[config.mk]
export PLATFORM = sky130hd
export DESIGN_NAME = xbar_out_stage
export DESIGN_NICKNAME = d
export VERILOG_FILES = /design/src/rtl/xbar_out_stage.sv
export SDC_FILE = /design/constraint.sdc
export NUM_CORES = 1
export LEC_CHECK = 0
export ABC_AREA = 1
export CAP_MARGIN = 20
export CELL_PAD_IN_SITES_DETAIL_PLACEMENT = 1
export CELL_PAD_IN_SITES_GLOBAL_PLACEMENT = 2
export CORE_ASPECT_RATIO = 0.6
export CORE_MARGIN = 2
export CORE_UTILIZATION = 17
export CTS_BUF_LIST = sky130_fd_sc_hd__clkbuf_8
export CTS_CLUSTER_SIZE = 20
export DETAILED_ROUTE_END_ITERATION = 8
export PLACE_DENSITY_LB_ADDON = 0.1
export SLEW_MARGIN = 20
export SYNTH_ARGS = -nofsm -noshare
export SYNTH_HDL_FRONTEND = slang
export SYNTH_SLANG_ARGS = --single-unit
[constraint.sdc]
create_clock -name clk -period 4.9 [get_ports clk]
set_input_delay 0.49 -clock clk [delete_from_list [all_inputs] [get_ports clk]]
set_output_delay 0.49 -clock clk [all_outputs]
set_load 0.005 [all_outputs]
[src/rtl/xbar_out_stage.sv]
// xbar_out_stage: registered wormhole crossbar output stage for one router port.
// Muxes NUM_IN input channels onto one output under an encoded grant. The path
// is locked from head flit to tail flit, and the output has a valid/ready register.
// Optional feature: define XBAR_FLIT_CNT_EN to add the 16-bit flitcnt output.
module xbar_out_stage #(
  parameter int DATA_WIDTH = 32,
  parameter int NUM_IN     = 5,
  parameter int SEL_W      = 3
) (
  input  logic                         clk,
  input  logic                         rst,
  input  logic [SEL_W-1:0]             sel_in,
  input  logic [NUM_IN*DATA_WIDTH-1:0] datain,
  input  logic [NUM_IN-1:0]            validin,
  output logic [NUM_IN-1:0]            readyin,
  output logic [DATA_WIDTH-1:0]        dataout,
  output logic                         validout,
  input  logic                         readyout,
  output logic                         lockedout,
`ifdef XBAR_FLIT_CNT_EN
  output logic [15:0]                  flitcnt,
`endif
  output logic                         errout
);

  localparam logic [1:0] FT_SINGLE = 2'b00;
  localparam logic [1:0] FT_HEAD   = 2'b01;
  localparam logic [1:0] FT_BODY   = 2'b10;
  localparam logic [1:0] FT_TAIL   = 2'b11;

  localparam logic ST_IDLE   = 1'b0;
  localparam logic ST_LOCKED = 1'b1;

  logic                  state;
  logic [SEL_W-1:0]      lock_sel;

  logic [SEL_W-1:0]      cand_p0;
  logic                  cand_ok_p0;
  logic [DATA_WIDTH-1:0] cand_data_p0;
  logic                  cand_vld_p0;
  logic                  can_load_p0;
  logic                  grant_p0;
  logic                  xfer_p0;
  logic [1:0]            ftype_p0;
  logic                  load_p0;
  logic                  err_p0;

  // Flit type lives in the two most significant bits of every flit.
  function automatic logic [1:0] flit_type(input logic [DATA_WIDTH-1:0] f);
    return f[DATA_WIDTH-1 -: 2];
  endfunction

  // Single and head flits are the only legal way to open a packet.
  function automatic logic opens_packet(input logic [1:0] t);
    return (t == FT_SINGLE) || (t == FT_HEAD);
  endfunction

  // ---- p0: candidate selection, handshake and flit classification ----
  // Pick the candidate channel: the locked one mid-packet, else the arbiter grant.
  always_comb begin
    cand_p0      = (state == ST_LOCKED) ? lock_sel : sel_in;
    cand_ok_p0   = (state == ST_LOCKED) || (sel_in < SEL_W'(NUM_IN));
    cand_data_p0 = '0;
    cand_vld_p0  = 1'b0;
    for (int i = 0; i < NUM_IN; i++) begin
      if (cand_p0 == SEL_W'(i)) begin
        cand_data_p0 = datain[i*DATA_WIDTH +: DATA_WIDTH];
        cand_vld_p0  = validin[i];
      end
    end
  end

  assign can_load_p0 = !validout || readyout;
  assign grant_p0    = cand_ok_p0 && can_load_p0 && !rst;
  assign xfer_p0     = grant_p0 && cand_vld_p0;
  assign ftype_p0    = flit_type(cand_data_p0);

  // Stray body/tail flits in IDLE are swallowed without loading the register.
  assign load_p0 = xfer_p0 && ((state == ST_LOCKED) || opens_packet(ftype_p0));
  assign err_p0  = xfer_p0 && (((state == ST_IDLE)   && !opens_packet(ftype_p0)) ||
                               ((state == ST_LOCKED) &&  opens_packet(ftype_p0)));

  // One-hot accept toward the granted channel only.
  always_comb begin
    readyin = '0;
    if (grant_p0) begin
      for (int i = 0; i < NUM_IN; i++) begin
        readyin[i] = (cand_p0 == SEL_W'(i));
      end
    end
  end

  // ---- p1: output register, path lock and error pulse ----
  // Output register plus wormhole lock state; a reset drops any packet in flight.
  always_ff @(posedge clk or posedge rst) begin
    if (rst) begin
      state    <= ST_IDLE;
      lock_sel <= '0;
      dataout  <= '0;
      validout <= 1'b0;
      errout   <= 1'b0;
    end else begin
      errout <= err_p0;
      if (load_p0) begin
        dataout  <= cand_data_p0;
        validout <= 1'b1;
      end else if (readyout) begin
        validout <= 1'b0;
      end
      if (xfer_p0) begin
        if (state == ST_IDLE) begin
          if (ftype_p0 == FT_HEAD) begin
            state    <= ST_LOCKED;
            lock_sel <= cand_p0;
          end
        end else if (ftype_p0 == FT_TAIL) begin
          state <= ST_IDLE;
        end
      end
    end
  end

  assign lockedout = (state == ST_LOCKED);

`ifdef XBAR_FLIT_CNT_EN
  // Count flits entering the output register; wraps naturally at 16 bits.
  always_ff @(posedge clk or posedge rst) begin
    if (rst) begin
      flitcnt <= '0;
    end else if (load_p0) begin
      flitcnt <= flitcnt + 16'd1;
    end
  end
`endif

endmodule

==> flow_summary_export.csv <==
group,metric,value,unit
timing,hold_viol,0,
clock_network,root_buffer,"clkbuf_8",
die,dieArea,17700,µm²
logic_synthesis,synthArstFlopShare,100.0,%
timing,clock_skew,0.007705,ns
clock_network,cts_setup_buffers,0,
setup_path,r2r-end,"dataout[26]",
cells_and_area,syn_to_final_growth,84.28,%
timing,fmax,0.3175,GHz
clock_network,cts-hold-fix-buffers,0,
route,antenna_left,0,
die,coreArea,16260,µm²
cells_and_area,layout_commonest_cell,"nand2_1",
timing,fin_crit_sh,64.28,%
cells_and_area,nFillCells,1974,
logic_synthesis,synth_cell_type_count,29,
placement,dpl.hpwl,11.16,mm
logic_synthesis,ys_seq_area_share,33.66,%
cells_and_area,drive_gt1_share,4.531,%
power_and_ir_drop,leakagePower,0.002326,µW
power_and_ir_drop,vdd_drop_max,0.1587,mV
timing,period_minus_slack,3.150,ns
clock_network,cts_max_path_buffers,2,
die,dieWidth,170.4,µm
logic_synthesis,ys_ff_latch,38,
hold_path,whs_path_depth,2,
clock_network,cts_sinks,38,
logic_synthesis,synthesis.nets,615,
die,ios,211,
route,remaining_drc_errors,0,
route,wl_per_cell,16.43,µm
placement,gp_congestion,0.8327,
die,start_util,17.37,%
run,drv_cap,0,
logic_synthesis,synth_warnings,0,
setup_path,worstReg2RegStart,"lockedout",
logic_synthesis,avgSynthCellArea,6.377,µm²
die,num_rows,36,
global_route,grt_pass1_wl,21.95,mm
setup_path,start_kind,"flop",
clock_network,clock_latency,0.29,ns
clock_network,cts_buffers,5,
power_and_ir_drop,p_per_area,497.0,nW/µm²
setup_path,criticalPathCategory,"reg2reg",
die,die_h,103.9,µm
route,via_per_inst,4.160,
clock_network,clkTransAtPathRegs,0.08,ns
setup_path,critPathRequiredTime,5.08,ns
global_route,grt_pass1_vias,3880,
timing,slew_headroom,42.04,%
logic_synthesis,synth_cells,443,
logic_synthesis,syn_area,2825,µm²
placement,port_buffers,210,
global_route,grt_usage,16.05,%
clock_network,cts_tree,"built",
setup_path,ff2ff_setup_slack,1.75,ns
clock_network,h-tree-depth,2,
timing,rsz0062_at_grt,"no",
logic_synthesis,synth_edf_count,0,
route,first_pass_iters,4,
timing,final_max_slew_viol_count,0,
hold_path,hp-start,"dataout[9]",
route,vias,3611,
route,drt-initial-drc-count,135,
global_route,grt_start_max_net_pins,39,
setup_path,cp.arrival,3.33,ns
setup_path,end_kind,"flop",
logic_synthesis,synthFlopType,"dfrtp_1",
timing,setup-tns-final,0,ns
route,wl,14.26,mm
clock_network,cts_resized,0,
setup_path,reg2reg_depth,13,
global_route,antenna_found_initial,0,
hold_path,hp-class,"reg2reg",
timing,setup_viol,0,
global_route,grt_overflow,0,
setup_path,critPathMaxFanout,34,
timing,tightest_slew,0.8674,ns
hold_path,holdPathEnd,"dataout[9]",
cells_and_area,final_cell_mix,"nand2_1, clkdlybuf4s50_1, nand3_1, dfrtp_1, a21oi_1",
run_status,status,"completed",
cells_and_area,final_util,32.02,%
cells_and_area,nNetsFinal,811,
cells_and_area,antennaDiodeCount,0,
-- worst max path at each step --
stage | startpoint | end | slack [ns] | cells past startpoint
6_report | lockedout | dataout[26] | 1.75 | 13
5_1_grt | lockedout | dataout[30] | 1.40 | 14
2_1_floorplan | lockedout | dataout[11] | 2.88 | 14
4_1_cts | lockedout | dataout[30] | 1.71 | 13
3_3_place_gp | sel_in[2] | dataout[30] | 1.51 | 14
3_5_place_dp | sel_in[2] | dataout[30] | 1.49 | 14
-- critical path, cell delays in order, from the launching register on --
cell and delay [ns]:
dfrtp_1 0.65, inv_4 0.14, o21ai_4 0.27, nor2_1 0.12, nand2_1 0.10, nor2_1 0.05
nor2_1 0.15, nand3_2 0.14, ha_1 0.20, inv_1 0.34, buf_4 0.36, nand2_4 0.27
nand2_1 0.15, nand2_1 0.06
-- per-stage QoR --
step           instance area (µm²)  hold slack, ns  setup WS (ns)  std cells  power (µW)
2_1_floorplan                 2825          0.4419          2.877        443        1574
4_1_cts                       5206          0.4903          1.707        868        2647
3_5_place_dp                  5100          0.4685          1.487        860        2372
5_1_grt                       5206          0.5085          1.395        868        2853
6_report                      5206          0.4868          1.750        868        2587
3_3_place_gp                  5100          0.4633          1.509        860        2349
-- Yosys cell counts, types with 2 or more instances --
| cell | number | area, µm² |
|---|---|---|
| a21oi_1 | 24 | 120.1 |
| a22oi_1 | 12 | 90.09 |
| buf_2 | 11 | 55.05 |
| buf_4 | 5 | 37.54 |
| buf_6 | 4 | 45.04 |
| clkbuf_1 | 5 | 18.77 |
| dfrtp_1 | 38 | 950.9 |
| inv_1 | 14 | 52.55 |
| inv_4 | 2 | 12.51 |
| nand2_1 | 217 | 814.5 |
| nand2_2 | 4 | 25.02 |
| nand3_1 | 70 | 350.3 |
| nand4_1 | 5 | 31.28 |
| nor2_1 | 13 | 48.80 |
| nor2_2 | 2 | 12.51 |
| nor3_2 | 2 | 20.02 |
| o21ai_0 | 2 | 10.01 |
| o21ai_4 | 2 | 32.53 |
-- area by class of cell --
class | count | area (µm²) | share of cell area, %
clock buffers | 5 | 68.82 | 1.322
clock inverters | 3 | 37.54 | 0.7210
inverters | 17 | 68.82 | 1.322
multi-input cells | 363 | 1663 | 31.94
flip-flops and latches | 38 | 950.9 | 18.26
well taps | 228 | 285.3 | 5.479
repair buffers | 214 | 2132 | 40.95
-- routing by layer --
metal / vias to the layer above / track usage, % / share of wire (%)
met5: - / 0 / 0
met4: 0 / 2.015 / 0.34
met3: 2 / 4.985 / 8.0
met2: 122 / 23.72 / 40
met1: 1660 / 23.35 / 52
li1: 1827 / - / -
-- power by group --
part	total (µW)	switching (µW)	internal (µW)	leakage (µW)
Combinational	1790	1080	712	0.00178
Clock	263	114	148	0.0000607
Sequential	536	89.6	447	0.000488
-- kinds of logic after synthesis --
logic type	count (synthesis)	synth area share, %
adders and majority gates	1	0.4428
DFF	38	33.66
buffers and inverters	42	7.971
AOI/OAI and AO/OA	42	9.788
and+or+nand+nor	320	48.14
-- state kept, by name (all words and copies together), names as in the netlist --
signal and cells:
dataout 32, errout 1, lock_sel 3, lockedout 1, validout 1
Power figures use the tool's default switching activity.
